## src/rtl/seg7_pkg.sv

```systemverilog
// seg7_pkg: constants shared by the seven-segment driver and the scan decoder.
//   SEG_0..SEG_9, SEG_BLANK : active-low segment patterns, bit6 = a .. bit0 = g
//   CODE_BLANK, CODE_BAD    : digit codes for a blank or an unrecognised pattern
//   ST_SETTLE, ST_LOCKED    : scan decoder FSM state encodings
package seg7_pkg;

  localparam logic [6:0] SEG_0     = 7'b0000001;
  localparam logic [6:0] SEG_1     = 7'b1001111;
  localparam logic [6:0] SEG_2     = 7'b0010010;
  localparam logic [6:0] SEG_3     = 7'b0000110;
  localparam logic [6:0] SEG_4     = 7'b1001100;
  localparam logic [6:0] SEG_5     = 7'b0100100;
  localparam logic [6:0] SEG_6     = 7'b0100000;
  localparam logic [6:0] SEG_7     = 7'b0001111;
  localparam logic [6:0] SEG_8     = 7'b0000000;
  localparam logic [6:0] SEG_9     = 7'b0000100;
  localparam logic [6:0] SEG_BLANK = 7'b1111111;

  localparam logic [3:0] CODE_BLANK = 4'hF;
  localparam logic [3:0] CODE_BAD   = 4'hE;

  localparam logic ST_SETTLE = 1'b0;
  localparam logic ST_LOCKED = 1'b1;

endpackage

```

## src/rtl/seg7_pattern_decode.sv

```systemverilog
// seg7_pattern_decode: combinational seven-segment pattern to digit code.
//   seg  in  7 : active-low pattern, bit6 = a .. bit0 = g
//   code out 4 : 0..9, CODE_BLANK for an all-off pattern, CODE_BAD otherwise
//   ok   out 1 : pattern recognised (digit or blank)
module seg7_pattern_decode
  import seg7_pkg::*;
(
  input  logic [6:0] seg,
  output logic [3:0] code,
  output logic       ok
);

  always_comb begin
    code = CODE_BAD;
    ok   = 1'b1;
    case (seg)
      SEG_0:     code = 4'd0;
      SEG_1:     code = 4'd1;
      SEG_2:     code = 4'd2;
      SEG_3:     code = 4'd3;
      SEG_4:     code = 4'd4;
      SEG_5:     code = 4'd5;
      SEG_6:     code = 4'd6;
      SEG_7:     code = 4'd7;
      SEG_8:     code = 4'd8;
      SEG_9:     code = 4'd9;
      SEG_BLANK: code = CODE_BLANK;
      default: begin
        code = CODE_BAD;
        ok   = 1'b0;
      end
    endcase
  end

endmodule

```

## src/rtl/seg7_scan_decoder.sv

```systemverilog
// seg7_scan_decoder: samples a multiplexed seven-segment bus and rebuilds the frame.
//   clk         in  1      : system clock
//   rst         in  1      : synchronous active-high reset
//   an          in  NDIG   : digit select, active-low, at most one bit low
//   seg         in  7      : segment pattern, active-low, bit6 = a .. bit0 = g
//   digits      out 4*NDIG : last complete frame, digit i at [4i+3:4i]
//   digit_ok    out NDIG   : per-digit pattern recognised for the published frame
//   frame_valid out 1      : one-cycle pulse when digits/digit_ok update
//   err         out 1      : sticky, more than one an bit seen low
module seg7_scan_decoder
  import seg7_pkg::*;
#(
  parameter int unsigned NDIG   = 8,
  parameter int unsigned STABLE = 4
) (
  input  logic              clk,
  input  logic              rst,
  input  logic [NDIG-1:0]   an,
  input  logic [6:0]        seg,
  output logic [4*NDIG-1:0] digits,
  output logic [NDIG-1:0]   digit_ok,
  output logic              frame_valid,
  output logic              err
);

  localparam int unsigned IW       = (NDIG > 1) ? $clog2(NDIG) : 1;
  localparam logic [7:0]  STABLE_C = 8'(STABLE);

  logic [NDIG-1:0]   an_q;
  logic [6:0]        seg_q;
  logic [7:0]        cnt_q, cnt_d;
  logic              state_q, state_d;
  logic [4*NDIG-1:0] shadow_code_q, shadow_code_d;
  logic [NDIG-1:0]   shadow_ok_q, shadow_ok_d;
  logic [NDIG-1:0]   captured_q, captured_d;
  logic [4*NDIG-1:0] digits_q, digits_d;
  logic [NDIG-1:0]   digit_ok_q, digit_ok_d;
  logic              frame_valid_q, frame_valid_d;
  logic              err_q, err_d;

  logic              pair_change;
  logic              an_blank;
  logic              an_single;
  logic              an_illegal;
  logic              commit;
  logic [IW-1:0]     idx;
  logic [3:0]        dec_code;
  logic              dec_ok;

  seg7_pattern_decode u_decode (
    .seg  (seg_q),
    .code (dec_code),
    .ok   (dec_ok)
  );

  // The pair about to be registered is compared with the held one, so cnt_q already
  // counts the edge at which the current pair was registered.
  assign pair_change = (an != an_q) || (seg != seg_q);
  assign an_blank    = &an_q;
  assign an_single   = $onehot(~an_q);
  assign an_illegal  = !an_blank && !an_single;

  always_comb begin
    idx = '0;
    for (int unsigned i = 0; i < NDIG; i++) begin
      if (!an_q[i]) idx = IW'(i);
    end
  end

  always_comb begin
    cnt_d = cnt_q;
    if (pair_change) begin
      cnt_d = 8'd1;
    end else if (cnt_q < STABLE_C) begin
      cnt_d = cnt_q + 8'd1;
    end
  end

  // Commit needs the pair to still be present on this edge, i.e. held STABLE cycles.
  assign commit = (state_q == ST_SETTLE) && an_single && !pair_change && (cnt_d == STABLE_C);

  always_comb begin
    state_d = state_q;
    case (state_q)
      ST_SETTLE: if (commit) state_d = ST_LOCKED;
      ST_LOCKED: state_d = ST_LOCKED;
      default:   state_d = ST_SETTLE;
    endcase
    // A new pair starts a new dwell; blank or illegal selects never hold a lock.
    if (pair_change || !an_single) state_d = ST_SETTLE;
  end

  always_comb begin
    shadow_code_d = shadow_code_q;
    shadow_ok_d   = shadow_ok_q;
    captured_d    = captured_q;
    digits_d      = digits_q;
    digit_ok_d    = digit_ok_q;
    frame_valid_d = 1'b0;
    err_d         = err_q | an_illegal;
    if (commit) begin
      shadow_code_d[{idx, 2'b00} +: 4] = dec_code;
      shadow_ok_d[idx]                 = dec_ok;
      captured_d[idx]                  = 1'b1;
      if (&captured_d) begin
        digits_d      = shadow_code_d;
        digit_ok_d    = shadow_ok_d;
        frame_valid_d = 1'b1;
        captured_d    = '0;
      end
    end
  end

  always_ff @(posedge clk) begin
    if (rst) begin
      an_q          <= '1;
      seg_q         <= SEG_BLANK;
      cnt_q         <= '0;
      state_q       <= ST_SETTLE;
      shadow_code_q <= '0;
      shadow_ok_q   <= '0;
      captured_q    <= '0;
      digits_q      <= '1;
      digit_ok_q    <= '0;
      frame_valid_q <= 1'b0;
      err_q         <= 1'b0;
    end else begin
      an_q          <= an;
      seg_q         <= seg;
      cnt_q         <= cnt_d;
      state_q       <= state_d;
      shadow_code_q <= shadow_code_d;
      shadow_ok_q   <= shadow_ok_d;
      captured_q    <= captured_d;
      digits_q      <= digits_d;
      digit_ok_q    <= digit_ok_d;
      frame_valid_q <= frame_valid_d;
      err_q         <= err_d;
    end
  end

  assign digits      = digits_q;
  assign digit_ok    = digit_ok_q;
  assign frame_valid = frame_valid_q;
  assign err         = err_q;

endmodule

```

## config.mk

```make
export PLATFORM = sky130hd
export DESIGN_NAME = seg7_scan_decoder
export DESIGN_NICKNAME = d
export VERILOG_FILES = /design/src/rtl/seg7_pkg.sv /design/src/rtl/seg7_pattern_decode.sv /design/src/rtl/seg7_scan_decoder.sv
export SDC_FILE = /design/constraint.sdc
export NUM_CORES = 1
export LEC_CHECK = 0
export BUFFER_PORTS_ARGS = -buffer_cell sky130_fd_sc_hd__buf_4
export CELL_PAD_IN_SITES_DETAIL_PLACEMENT = 2
export CELL_PAD_IN_SITES_GLOBAL_PLACEMENT = 2
export CORE_ASPECT_RATIO = 0.7
export CORE_MARGIN = 2
export CORE_UTILIZATION = 35
export CTS_CLUSTER_SIZE = 8
export DETAILED_ROUTE_END_ITERATION = 8
export PLACE_DENSITY_LB_ADDON = 0.1
export SLEW_MARGIN = 15
export SYNTH_ARGS = -nofsm -noshare
export SYNTH_HDL_FRONTEND = slang
export SYNTH_SLANG_ARGS = --single-unit
export TNS_END_PERCENT = 10
```

## constraint.sdc

```tcl
create_clock -name clk -period 5.4 [get_ports clk]
set_input_delay 0.54 -clock clk [delete_from_list [all_inputs] [get_ports clk]]
set_output_delay 0.54 -clock clk [all_outputs]
set_load 0.1 [all_outputs]
```

Word-level counts from Yosys, hierarchy flattened:

Index checks and enable logic that the tools add are counted.

* add/sub/neg operators: 9
* multiply operators: 0
* divide/modulo/power cells: 0
* $lt $le $gt $ge: 3
* equality and inequality tests: 14
* shift-type cells: 2
* multiplexer cells: 19
* bitwise gates (word level): 5
* reduce and logical (&&, ||, !) cells: 17

Operator list (number)
* one-hot mux 4 bit (11 select lines): 1
* bitwise mux 32 bit: 1
* variable shift 4 x 7 -> 32 bit (first input constant): 1
* variable part select 4 x 7 -> 32 bit: 1
* 2-to-1 mux 8 bit: 3
* equality test 7 bit (second input constant): 3
* 2-to-1 mux 3 bit: 6
* AND reduction 8 bit: 2
* equality test 7 x 3 -> 1 bit (second input constant): 2
* equality test 7 x 6 -> 1 bit (second input constant): 2
* OR reduction 11 bit: 1
* AND reduction 9 bit: 1
* adder 1 x 1 -> 2 bit: 4
* adder 8 x 1 -> 8 bit (second input constant): 1
* bitwise mux 8 bit: 1
* equality test 8 x 3 -> 1 bit (second input constant): 1
* less-than comparator 8 x 3 -> 1 bit (second input constant): 1
* != test 8 bit: 1
* NOT 8 bit: 1
* OR 8 bit: 1
* equality test 7 x 1 -> 1 bit (second input constant): 1
* equality test 7 x 4 -> 1 bit (second input constant): 1
* equality test 7 x 5 -> 1 bit (second input constant): 1
* logical NOT 7 bit: 1
* 16 further kinds: 30

* flip-flop bits (word level): 114
* latch bits: 0
* bits in writable memories: 0
* ROM bits: 0
* input bits: 17
* output and inout port bits: 42
* logic and storage cells: 80
* memories: 0

Depth between registers and ports, before layout:

* depth in word-level cells: 14
* gate-level depth with buffers: 16
* gate-level depth less buffers: 13

Modules after synthesis:

A second synthesis with hierarchy kept.

* cells, all modules: 618
* area total of the unflattened synthesis: 5660.4 µm²

By module, submodules not included
* seg7_scan_decoder: times used 1, cells each 578, area an instance 5388.9 µm², sequential area each 2282.2 µm²
* seg7_pattern_decode: times used 1, cells each 40, area an instance 271.5 µm², sequential area each 0.0 µm²

Least setup slack after synthesis:

OpenSTA, ideal clock, no wires.

* path kind: reg-to-reg
* start: reg an_q[0]
* end: reg shadow_ok_q[4]
* setup time: 0.116 ns
* arrival: 4.043 ns
* data required time: 5.284 ns
* setup slack: 1.241 ns
* stages on the path, launching flop included: 16
* path buffers: 2
* period minus slack after synthesis: 4.159 ns
* cells stage by stage: dfxtp_1 > fa_1 > inv_1 > fa_1 > fa_1 > ha_1 > inv_1 > fa_1 > and4b_1 > a21oi_1 > or2_0 > buf_6 > or3_1 > clkbuf_2 > or3_1 > o211a_1

* cells in the longest elaborated chain, start to end: 8
* elaborated cells on any way between the ends: 13
* classes of those cells: 3 x add/sub; 3 x eq/ne; 1 x mux; 1 x bitwise; 5 x reduce/logical

RTL lines
* from (decl): RTL line seg7_scan_decoder.sv:29 `logic [NDIG-1:0] an_q;`
* from (signal assigned): RTL line seg7_scan_decoder.sv:128 `an_q <= an;`
* NOT 8 bit: RTL line seg7_scan_decoder.sv:60 `assign an_single = $onehot(~an_q);`
* adder 1 x 1 -> 2 bit (implied by the code): RTL line seg7_scan_decoder.sv:60
* adder 2 x 2 -> 3 bit (implied by the code): RTL line seg7_scan_decoder.sv:60
* adder 3 x 3 -> 4 bit (implied by the code): RTL line seg7_scan_decoder.sv:60
* equality test 4 x 1 -> 1 bit: RTL line seg7_scan_decoder.sv:60
* logical AND 1 bit (2 in a row): RTL line seg7_scan_decoder.sv:80 `assign commit = (state_q == ST_SETTLE) && an_single && !pair_change && (cnt_d == STABLE_C);`
* logical AND 1 bit (*): RTL line seg7_scan_decoder.sv:80
* to (signal assigned): RTL line seg7_scan_decoder.sv:133 `shadow_ok_q <= shadow_ok_d;`
* to (decl): RTL line seg7_scan_decoder.sv:34 `logic [NDIG-1:0] shadow_ok_q, shadow_ok_d;`

Mark *: on every way between the ends. The rest lies on a longest branch, timed or not.
A chain may end at the register's enable or synchronous reset.

Worst setup path in the final report:

* start: reg an_q[3]
* end: reg shadow_code_q[16]

* cells in the longest elaborated chain, start to end: 8
* elaborated cells on any way between the ends: 22
* classes of those cells: 4 x add/sub; 3 x eq/ne; 2 x shift; 7 x mux; 1 x bitwise; 5 x reduce/logical

RTL lines
* 2-to-1 mux 3 bit or NOT 8 bit (tied branches): RTL line seg7_scan_decoder.sv:66, seg7_scan_decoder.sv:60
* 2-to-1 mux 3 bit or adder 1 x 1 -> 2 bit (tied branches): RTL line seg7_scan_decoder.sv:66, seg7_scan_decoder.sv:60
* 2-to-1 mux 3 bit or adder 2 x 2 -> 3 bit (tied branches): RTL line seg7_scan_decoder.sv:66, seg7_scan_decoder.sv:60
* 2-to-1 mux 3 bit or adder 3 x 3 -> 4 bit (tied branches): RTL line seg7_scan_decoder.sv:66, seg7_scan_decoder.sv:60
* 2-to-1 mux 3 bit or equality test 4 x 1 -> 1 bit (tied branches): RTL line seg7_scan_decoder.sv:66, seg7_scan_decoder.sv:60
* negator 5 -> 7 bit or logical AND 1 bit (tied branches): RTL line seg7_scan_decoder.sv:102, seg7_scan_decoder.sv:80
* variable part select 4 x 7 -> 32 bit (tied with other cells): RTL line seg7_scan_decoder.sv:102 `shadow_code_d[{idx, 2'b00} +: 4] = dec_code;`
* bitwise mux 32 bit or logical AND 1 bit (tied branches): RTL line seg7_scan_decoder.sv:102, seg7_scan_decoder.sv:80
* to (signal assigned): RTL line seg7_scan_decoder.sv:132 `shadow_code_q <= shadow_code_d;`
* to (decl): RTL line seg7_scan_decoder.sv:33 `logic [4*NDIG-1:0] shadow_code_q, shadow_code_d;`

Parallel ways exist; a longest one is shown, timed or not.

==> flow_summary.yaml <==
global_route:
  grt_max_degree: 49
  grtUsageMet1_pct: 32.5
  overflow: 0
  grt_pass1_wl_mm: 28.7
  grt_pass1_vias: 5161
  antenna_found_initial: 0
  grtUsageMet3_pct: 4.00
  busiest_layer: "met2"
  gr-usage-met2_pct: 37.5
  grt_usage_pct: 23.6
clock_tree:
  postCtsHoldBufs: 0
  tritoncts: "built"
  path_clk_slew_ns: 0.05
  cts_setup_buffers: 0
  cts_made_buffers: 17
  cts_root_buf: "clkbuf_16"
  clk_latency_ns: 0.42
  cts_buffer_depth: 2
  h-tree-depth: 4
  cts_sinks: 114
  post_cts_resized: 0
floorplan:
  start_util_pct: 36.0
  boundaryPins: 59
  die_area_sq_um: 16100
  core_area_sq_um: 14700
  die_y_microns: 107
  num_rows: 37
  fp.dieW_microns: 151
critical_path:
  critPathRequiredTime_ns: 5.72
  critPathKind: "reg -> reg"
  critPathLaunchType: "flip-flop"
  worstPathArrival_ns: 5.31
  cp-end-kind: "flip-flop"
  critPathTopFamily: "adder cells"
  rr_startpoint: "an_q[3]$_SDFF_PP1_"
  cp_max_fo: 16
  cp_slowest_cell: "or3_1"
  slowest_delay_ns: 0.62
  cp-startpoint: "an_q[3]$_SDFF_PP1_"
  rrSetupSlack_ns: 0.41
  path_common_cell: "fa_1"
  cp_cell_sequence: "fa_1, inv_1, fa_1, fa_1, ha_1, inv_1, fa_1, and4b_1, a21oi_1, or2_0, or3_1, nor2_1, a211oi_1"
  worst-path-buf-inv: 2
timing:
  worstMarginPinSlew_ns: 1.09
  period_share_pct: 92.4
  relSlewSlack_pct: 27.2
  finalMaxSlewViolations: 0
  rsz0062_at_grt: "no"
  final-hold-violation-count: 0
  fin_crit_ns: 4.99
  finClkSkew_ns: 0.00784
  setup_viol: 0
  max_freq_ghz: 0.200
  fin_tns_setup_ns: 0
synth:
  avgSynthCellArea_sq_um: 8.52
  ys_seq_elements: 114
  yosysMostFrequentCell: "dfxtp_1"
  ys_warn_count: 0
  synth_area_sq_um: 5290
  synth.distinct_cells: 57
  synthArstFlopShare_pct: 0
  synth_top_flop_cell: "dfxtp_1"
  synth_common_cells: "dfxtp_1 (114), nor2_1 (99), a21oi_1 (45), nand2_1 (45), clkbuf_1 (33)"
  syn_nets: 649
  synth_top_area_cell: "dfxtp_1"
  synth.yosys.seq_area_share_pct: 43.1
  synth_area_leaders: "dfxtp_1 (43%), nor2_1 (7.0%), a21oi_1 (4.3%)"
  synth_edf_count: 0
  syn_inst: 621
  synth_top_area_share_pct: 43.1
layout:
  fin_cells: 867
  layout-drive-gt1-share_pct: 18.0
  nets: 690
  final_area_sq_um: 6430
  diodes: 0
  syn2layout_area_growth_pct: 21.5
route:
  wl_per_cell_microns: 20.8
  ant_nets: 0
  viasPerCell: 5.61
  drt_first_pass_iters: 4
  vias: 4861
  drtIter0Drc: 224
  finalWirelength_mm: 18.0
  drc: 0
pwr:
  total_power_mw: 2.21
  p_per_area_nw_per_um2: 344
  power_leakage_nw: 2.58
  ir_drop_mv: 0.194
placed_design:
  place_inst: 838
  hpwl_mm: 12.5
  place_congestion: 0.759
  io_buffers: 58
  dpl-instance-area_sq_um: 5850
outcome:
  status: "complete, no violations"
hold_path:
  hold_start: "seg[6]"
  hp-class: "in -> reg"
run:
  drv_cap: 0
==> cell families (layout without fill, tap and decap cells) <==
kind of cell,count (synthesis),count (layout),share of synthesized area [%]
and+or+nand+nor,255,255,25.0
AOI/OAI and AO/OA,156,156,19.8
DFF,114,114,43.1
buffers and inverters,60,111,4.66
xor gates and xnor gates,17,17,2.81
adders and majority gates,11,11,3.17
muxes,8,8,1.51
==> sequential cells by signal (all words and copies together) (netlist names), 7 cells and up <==
name	cells
an_q	8
shadow_code_q	32
cnt_q	8
digits	32
digit_ok	8
seg_q	7
shadow_ok_q	8
captured_q	8
==> routing by layer <==
layer / wire (microns) / part of all wire (%)
met2: 8260 / 46
met4: 203 / 1.1
met3: 658 / 3.6
met1: 8920 / 49
met5: 0 / 0
==> layout by cell type (no fill, tap or decap), types with 4 or more instances in the layout <==
cell type | synthesis | final
or2_2 | 18 | 18
clkbuf_16 | 0 | 17
clkbuf_8 | 0 | 6
buf_4 | 0 | 66
o21ai_0 | 21 | 21
a211oi_1 | 27 | 27
o21a_1 | 4 | 4
nand2b_1 | 8 | 8
nor4_1 | 5 | 5
o311ai_1 | 5 | 5
nand2_1 | 45 | 45
nor3b_1 | 4 | 4
mux2i_1 | 8 | 8
o31ai_1 | 8 | 8
xor2_1 | 17 | 17
ha_1 | 7 | 7
nor3_1 | 16 | 16
nand4_1 | 6 | 6
dfxtp_1 | 114 | 114
nand4b_1 | 4 | 4
nand3_1 | 18 | 18
nor4_4 | 5 | 5
and3_1 | 7 | 7
fa_1 | 4 | 4
o211ai_1 | 7 | 7
a21oi_1 | 45 | 45
inv_1 | 16 | 16
o311ai_0 | 12 | 12
nor2_1 | 99 | 99
o2111ai_1 | 7 | 7
==> per-stage QoR <==
step	hold WS (ns)	worst slack, ns	utilization, %
5_1_grt	0.321	0.0711	43.7
2_1_floorplan	0.440	1.24	-
4_1_cts	0.311	0.353	43.7
3_3_place_gp	0.451	0.691	39.7
3_5_place_dp	0.460	0.430	39.7
6_report	0.324	0.408	43.7
==> cell type report <==
cell class              instances  area, sq um
clock inverters                 5         75.1
fillers                      1633         8290
flip-flops and latches        114         2280
repair buffers                 66          495
inverters                      16         60.1
well taps                     195          244
clock buffers                  24          512
multi-input cells             447         2760
==> where the power goes <==
part	switching (mW)	total, mW	leakage (nW)	internal [mW]
Combinational	0.150	0.214	1.36	0.0650
Sequential	0.0183	0.868	0.924	0.850
Clock	0.389	1.13	0.294	0.742
==> path summary, 6_finish.rpt <==
kind                                     to  cells past startpoint
max          shadow_code_q[16]$_SDFFE_PP0P_                     13
max reg2reg  shadow_code_q[16]$_SDFFE_PP0P_                     13
min reg2reg        digit_ok[3]$_SDFFE_PP0P_                      2
min                     seg_q[6]$_SDFF_PP1_                      2
No activity file was read; power rests on OpenSTA's default activity.
